$ cat config.mk
export PLATFORM = sky130hd
export DESIGN_NAME = mem_stage
export DESIGN_NICKNAME = d
export VERILOG_FILES = /design/src/rtl/mem_stage_pkg.sv /design/src/rtl/mem_stage_mem_wb_reg.sv /design/src/rtl/mem_stage.sv
export SDC_FILE = /design/constraint.sdc
export NUM_CORES = 1
export LEC_CHECK = 0
export ABC_AREA = 1
export CORE_UTILIZATION = 38
export DETAILED_ROUTE_END_ITERATION = 7
export GPL_ROUTABILITY_DRIVEN = 0
export PLACE_DENSITY_LB_ADDON = 0.2
export SETUP_SLACK_MARGIN = 0.2
export SYNTH_ARGS = -nofsm -noshare
export SYNTH_HDL_FRONTEND = slang
export SYNTH_SLANG_ARGS = --single-unit
$ cat constraint.sdc
create_clock -name clk -period 1.83 [get_ports clk]
set_clock_uncertainty 0.2 [all_clocks]
set_input_delay 0.183 -clock clk [delete_from_list [all_inputs] [get_ports clk]]
set_output_delay 0.183 -clock clk [all_outputs]
set_load 0.05 [all_outputs]
$ cat src/rtl/mem_stage_pkg.sv
// Shared constants for the MEM pipeline stage: default widths, FSM encodings
// and the timeout counter width helper.
package mem_stage_pkg;

   localparam int DW_DEF      = 32;
   localparam int RW_DEF      = 5;
   localparam int TIMEOUT_DEF = 255;

   localparam logic ST_IDLE = 1'b0;
   localparam logic ST_BUSY = 1'b1;

   function automatic int cnt_width(input int n);
      return $clog2(n + 1);
   endfunction

endpackage

$ cat src/rtl/mem_stage_mem_wb_reg.sv
// MEM/WB pipeline register. On load it captures the stage results; on bubble
// it clears every field so write-back sees a harmless no-op.
module mem_wb_reg #(
   parameter int DW = 32,
   parameter int RW = 5
) (
   input  logic          clk,
   input  logic          rst,
   input  logic          load,
   input  logic          bubble,
   input  logic          d_MemtoReg,
   input  logic          d_RegWrite,
   input  logic [DW-1:0] d_mem_data,
   input  logic [DW-1:0] d_alu_out,
   input  logic [RW-1:0] d_rfile_wn,
   output logic          q_MemtoReg,
   output logic          q_RegWrite,
   output logic [DW-1:0] q_mem_data,
   output logic [DW-1:0] q_alu_out,
   output logic [RW-1:0] q_rfile_wn
);

   always_ff @(posedge clk or negedge rst) begin
      if (!rst) begin
         q_MemtoReg <= 1'b0;
         q_RegWrite <= 1'b0;
         q_mem_data <= '0;
         q_alu_out  <= '0;
         q_rfile_wn <= '0;
      end else if (load) begin
         q_MemtoReg <= d_MemtoReg;
         q_RegWrite <= d_RegWrite;
         q_mem_data <= d_mem_data;
         q_alu_out  <= d_alu_out;
         q_rfile_wn <= d_rfile_wn;
      end else if (bubble) begin
         q_MemtoReg <= 1'b0;
         q_RegWrite <= 1'b0;
         q_mem_data <= '0;
         q_alu_out  <= '0;
         q_rfile_wn <= '0;
      end
   end

endmodule

$ cat src/rtl/mem_stage.sv
// MEM stage: branch resolution, data-memory req/ready FSM with upstream stall,
// and the MEM/WB register. Define MEM_TIMEOUT_EN to abort accesses that wait too long.
module mem_stage
   import mem_stage_pkg::*;
#(
   parameter int DW             = DW_DEF,
   parameter int RW             = RW_DEF,
   parameter int TIMEOUT_CYCLES = TIMEOUT_DEF
) (
   input  logic          clk,
   input  logic          rst,
   input  logic          MemtoReg,
   input  logic          RegWrite,
   input  logic          MemRead,
   input  logic          MemWrite,
   input  logic          Branch,
   input  logic          Beq,
   input  logic          zero,
   input  logic          bgtz,
   input  logic [DW-1:0] b_tgt,
   input  logic [DW-1:0] alu_out,
   input  logic [DW-1:0] RD2,
   input  logic [RW-1:0] rfile_wn,
   output logic          pc_src,
   output logic [DW-1:0] pc_tgt,
   output logic          stall,
   output logic          dmem_req,
   output logic          dmem_we,
   output logic [DW-1:0] dmem_addr,
   output logic [DW-1:0] dmem_wdata,
   input  logic [DW-1:0] dmem_rdata,
   input  logic          dmem_ready,
   output logic          mem_err,
   output logic          wb_MemtoReg,
   output logic          wb_RegWrite,
   output logic [DW-1:0] wb_mem_data,
   output logic [DW-1:0] wb_alu_out,
   output logic [RW-1:0] wb_rfile_wn
);

   logic          state;
   logic [DW-1:0] lat_addr;
   logic [DW-1:0] lat_wdata;
   logic          lat_we;
   logic          mem_op;
   logic          misaligned;
   logic          start;
   logic          done;
   logic          timeout_hit;
   logic          wb_load;
   logic [DW-1:0] wb_data_in;

   assign pc_src     = (Branch & ((Beq & zero) | (~Beq & ~zero))) | bgtz;
   assign pc_tgt     = b_tgt;

   // MemRead and MemWrite together fall through as a write via lat_we.
   assign mem_op     = MemRead | MemWrite;
   assign misaligned = |alu_out[1:0];
   assign start      = (state == ST_IDLE) & mem_op & ~misaligned;
   assign done       = (state == ST_BUSY) & dmem_ready;

`ifdef MEM_TIMEOUT_EN
   localparam int CW = cnt_width(TIMEOUT_CYCLES);
   logic [CW-1:0] wait_cnt;

   // Fires on the last allowed BUSY cycle; a same-cycle ready takes priority.
   assign timeout_hit = (state == ST_BUSY) & ~dmem_ready &
                        (wait_cnt == CW'(TIMEOUT_CYCLES - 1));

   always_ff @(posedge clk or negedge rst) begin
      if (!rst)
         wait_cnt <= '0;
      else if (start)
         wait_cnt <= '0;
      else if (state == ST_BUSY)
         wait_cnt <= wait_cnt + 1'b1;
   end
`else
   assign timeout_hit = 1'b0;
`endif

   always_comb begin
      stall = 1'b0;
      if (rst) begin
         if (state == ST_IDLE)
            stall = mem_op & ~misaligned;
         else
            stall = ~dmem_ready & ~timeout_hit;
      end
   end

   assign dmem_req   = (state == ST_BUSY);
   assign dmem_we    = lat_we;
   assign dmem_addr  = lat_addr;
   assign dmem_wdata = lat_wdata;

   always_ff @(posedge clk or negedge rst) begin
      if (!rst) begin
         state     <= ST_IDLE;
         lat_addr  <= '0;
         lat_wdata <= '0;
         lat_we    <= 1'b0;
         mem_err   <= 1'b0;
      end else begin
         mem_err <= ((state == ST_IDLE) & mem_op & misaligned) | timeout_hit;
         if (start) begin
            state     <= ST_BUSY;
            lat_addr  <= alu_out;
            lat_wdata <= RD2;
            lat_we    <= MemWrite;
         end else if (done | timeout_hit) begin
            state <= ST_IDLE;
         end
      end
   end

   // Anything that is not a completed instruction becomes a bubble.
   assign wb_load    = ((state == ST_IDLE) & ~mem_op) | done;
   assign wb_data_in = (done & ~lat_we) ? dmem_rdata : '0;

   mem_wb_reg #(.DW(DW), .RW(RW)) u_mem_wb (
      .clk        (clk),
      .rst        (rst),
      .load       (wb_load),
      .bubble     (~wb_load),
      .d_MemtoReg (MemtoReg),
      .d_RegWrite (RegWrite),
      .d_mem_data (wb_data_in),
      .d_alu_out  (alu_out),
      .d_rfile_wn (rfile_wn),
      .q_MemtoReg (wb_MemtoReg),
      .q_RegWrite (wb_RegWrite),
      .q_mem_data (wb_mem_data),
      .q_alu_out  (wb_alu_out),
      .q_rfile_wn (wb_rfile_wn)
   );

endmodule

==> metrics.txt <==
Setup CP Type reg -> out; largest family of logic cells by synthesized area simple AND/OR/NAND/NOR gates; post-synthesis adder-cell area fraction 0; mux cell area share after synthesis 0; gr ovfl total 0; routed wire length per instance 16.59 microns; Mapped Avg Cell Area 10.50 sq um; synth unique cells 24; Min-Delay Path Class in -> reg; chip width 122.3 microns; layout cells sized above 1 0.2785; Synth warnings 0; Simple-Gate Fraction of Synth Area 0.2003; DRC Markers 0; Final setup viols 0; Max stage delay on crit path 0.40 ns; Slew @ Worst Pin 0.7051 ns; clk buf depth 2; P per Cell Area about 1200 mW/mm^2; Rel. slew slack 0.5299; Lkg Pwr around 4.3 nW; pre-CTS setup slack 0.05527 ns; Seq/Total Area, Yosys 0.6276; Fill cells 1246; CTS tree built; FP Rows 43; HPWL after detailed placement between 10000 and 15000 microns; Final WS setup 0.05757 ns; placed cell areas between 0.007 and 0.008 sq mm; Seq. cell area around 0.0035 sq mm; crit end category primary output; CTS H-tree depth 4; initial DRC count 160; DR pass1 iterations 4; Via density ~4.8; CTS Buf Count 17; VDD IR-drop max 0.6615 mV; Worst-path clk slew roughly 0.050 ns; post-route ant nets 0; drt total wl 15500 microns; setup TNS 0 ns; # port buffers between 200 and 300; max-slew violation count 0; Syn Inst Count roughly 520; largest net degree at the start of global routing between 100 and 150; num ports 316; worst skew pair latency 0.40 ns; Root Buffer clkbuf_16; Die Y-Extent 122.3 microns; Startpoint Class flip-flop; xor-xnor portion of the synthesized cell area 0.001592; fin crit share 0.9685; Clock Sinks 138; vias 4479; vias in the first global route 4450; unrepaired setup endpoints after global routing yes; commonest cells after routing, fill and taps aside buf_4 (140), dfrtp_1 (137), nand2_1 (130); CP Cell Sequence inv_6 -> or2_4 -> a21oi_4 -> buf_12; post-synthesis compound-gate area fraction 0.05548; Peak Freq 564.2 MHz; Req. time, crit path 1.45 ns; crit-path max FO 4; first-pass GRT wire length about 23000 microns; Final nets 885; Fin. Hold Viols 0; Total GRT Usage 0.2068; Initial Util 0.3934; Slowest-stage cell, CP dfrtp_2; syn_nets 668; core area 0.01399 sq mm; Antenna Cells 0; max-cap check violation count 0; Critical Path AT 1.39 ns; multi-input combinational cell area ~0.0015 sq mm; min cycle time layout 1.772 ns; status complete, no violations; commonest non-fill, non-tap cell in the layout buf_4; die area 0.01497 sq mm; synthesized flop and latch total between 100 and 150; antenna violations before repair 0; Final Instance Area 0.008258 sq mm; mapped cell area 0.005503 sq mm; Area Growth Syn to Fin 50.07%
==> cells by family (layout without fill, tap and decap cells) <==
group / count (synthesis) / in the layout
AND/OR/NAND/NOR: 233 / 233
AO/OA/AOI/OAI: 41 / 41
flip-flops: 138 / 138
buffers and inverters: 111 / 341
XOR/XNOR: 1 / 1
==> stage by stage <==
stage | util | hold slack, ns | std cells | total power [mW]
after global routing | 0.5903 | 0.08123 | 934 | 10.42
after detailed placement | 0.5476 | 0.1663 | 898 | 6.717
after global placement | 0.5476 | 0.1663 | 898 | 6.676
after floorplan | - | -0.3126 | 524 | 5.712
final | 0.5903 | 0.09932 | 934 | 9.993
after CTS | 0.5929 | 0.07911 | 934 | 10.11
==> repair_timing <==
item	in CTS	in global routing
gates resized for setup	25	9
pin swaps	0	0
endpoints found under the setup margin	11	24
hold endpoints to repair	138	0
hold buffers	1	0
buffers inserted	3	0
==> synth_stat cells <==
cell type	n	area share
xor2_1	1	0.0016
o21bai_1	1	0.0014
buf_4	33	0.045
clkbuf_2	1	0.00091
nand2_1	131	0.089
or2_1	1	0.0011
clkbuf_1	7	0.0048
nand3_2	1	0.0018
nor2_1	24	0.016
nor2_2	4	0.0045
nand2_2	1	0.0011
buf_6	6	0.012
a21boi_0	35	0.048
or2_2	1	0.0011
a21boi_1	4	0.0055
a21oi_1	1	0.00091
inv_1	38	0.026
inv_2	1	0.00068
dfrtp_1	138	0.63
buf_2	24	0.022
nand4_1	63	0.072
nor2_4	6	0.012
buf_12	1	0.0036
nand3_1	1	0.00091
==> layout make-up <==
class                   instances  share of cell area
inverters                      39             0.01833
flip-flops and latches        138              0.4183
clock inverters                14             0.01788
clock buffers                  18             0.05318
multi-input cells             275              0.1759
well taps                     180             0.02727
repair buffers                270              0.2891
==> path summary, 6_finish.rpt <==
| path | from | to | slack (ns) | depth (start not counted) |
|---|---|---|---|---|
| max | dmem_req$_DFFE_PN0P_ | stall | 0.06 | 4 |
| min | dmem_rdata[9] | u_mem_wb.q_mem_data[9]$_DFF_PN0_ | 0.1 | 3 |
| max reg2reg | dmem_req$_DFFE_PN0P_ | dmem_wdata[23]$_DFFE_PN0P_ | 0.36 | 5 |
| min reg2reg | dmem_wdata[19]$_DFFE_PN0P_ | dmem_wdata[19]$_DFFE_PN0P_ | 0.27 | 2 |
| max in group asynchronous | rst | u_mem_wb.q_mem_data[20]$_DFF_PN0_ | 0.60 | 3 |
| min in group asynchronous | rst | u_mem_wb.q_rfile_wn[3]$_DFF_PN0_ | 0.33 | 3 |
==> critical path, delay by kind of cell (launching register included) <==
family / cells / cell delay [ns]
AOI/OAI and AO/OA: 1 / 0.14
buffers and inverters: 2 / 0.20
DFF: 1 / 0.40
and+or+nand+nor: 1 / 0.24
==> registers in the layout, indices dropped and copies added (netlist names) <==
signal,flops
u_mem_wb.q_rfile_wn,5
dmem_we,1
u_mem_wb.q_alu_out,32
u_mem_wb.q_RegWrite,1
dmem_req,1
u_mem_wb.q_mem_data,32
dmem_addr,32
dmem_wdata,32
u_mem_wb.q_MemtoReg,1
mem_err,1
==> power by group <==
part	leakage [nW]	switching, mW	internal [mW]	total (mW)
clock network	0.275	1.30	2.04	3.34
registers	1.80	0.212	3.44	3.65
logic	2.22	2.08	0.930	3.00
total	4.30	3.59	6.41	9.99
==> per-layer routing <==
layer	global-route usage	part of all wire	up-vias
li1	-	-	2090
met1	0.2370	0.39	2154
met2	0.3494	0.49	215
met3	0.08132	0.10	20
met4	0.07241	0.014	0
met5	0	0	-
Power figures use the tool's default switching activity.
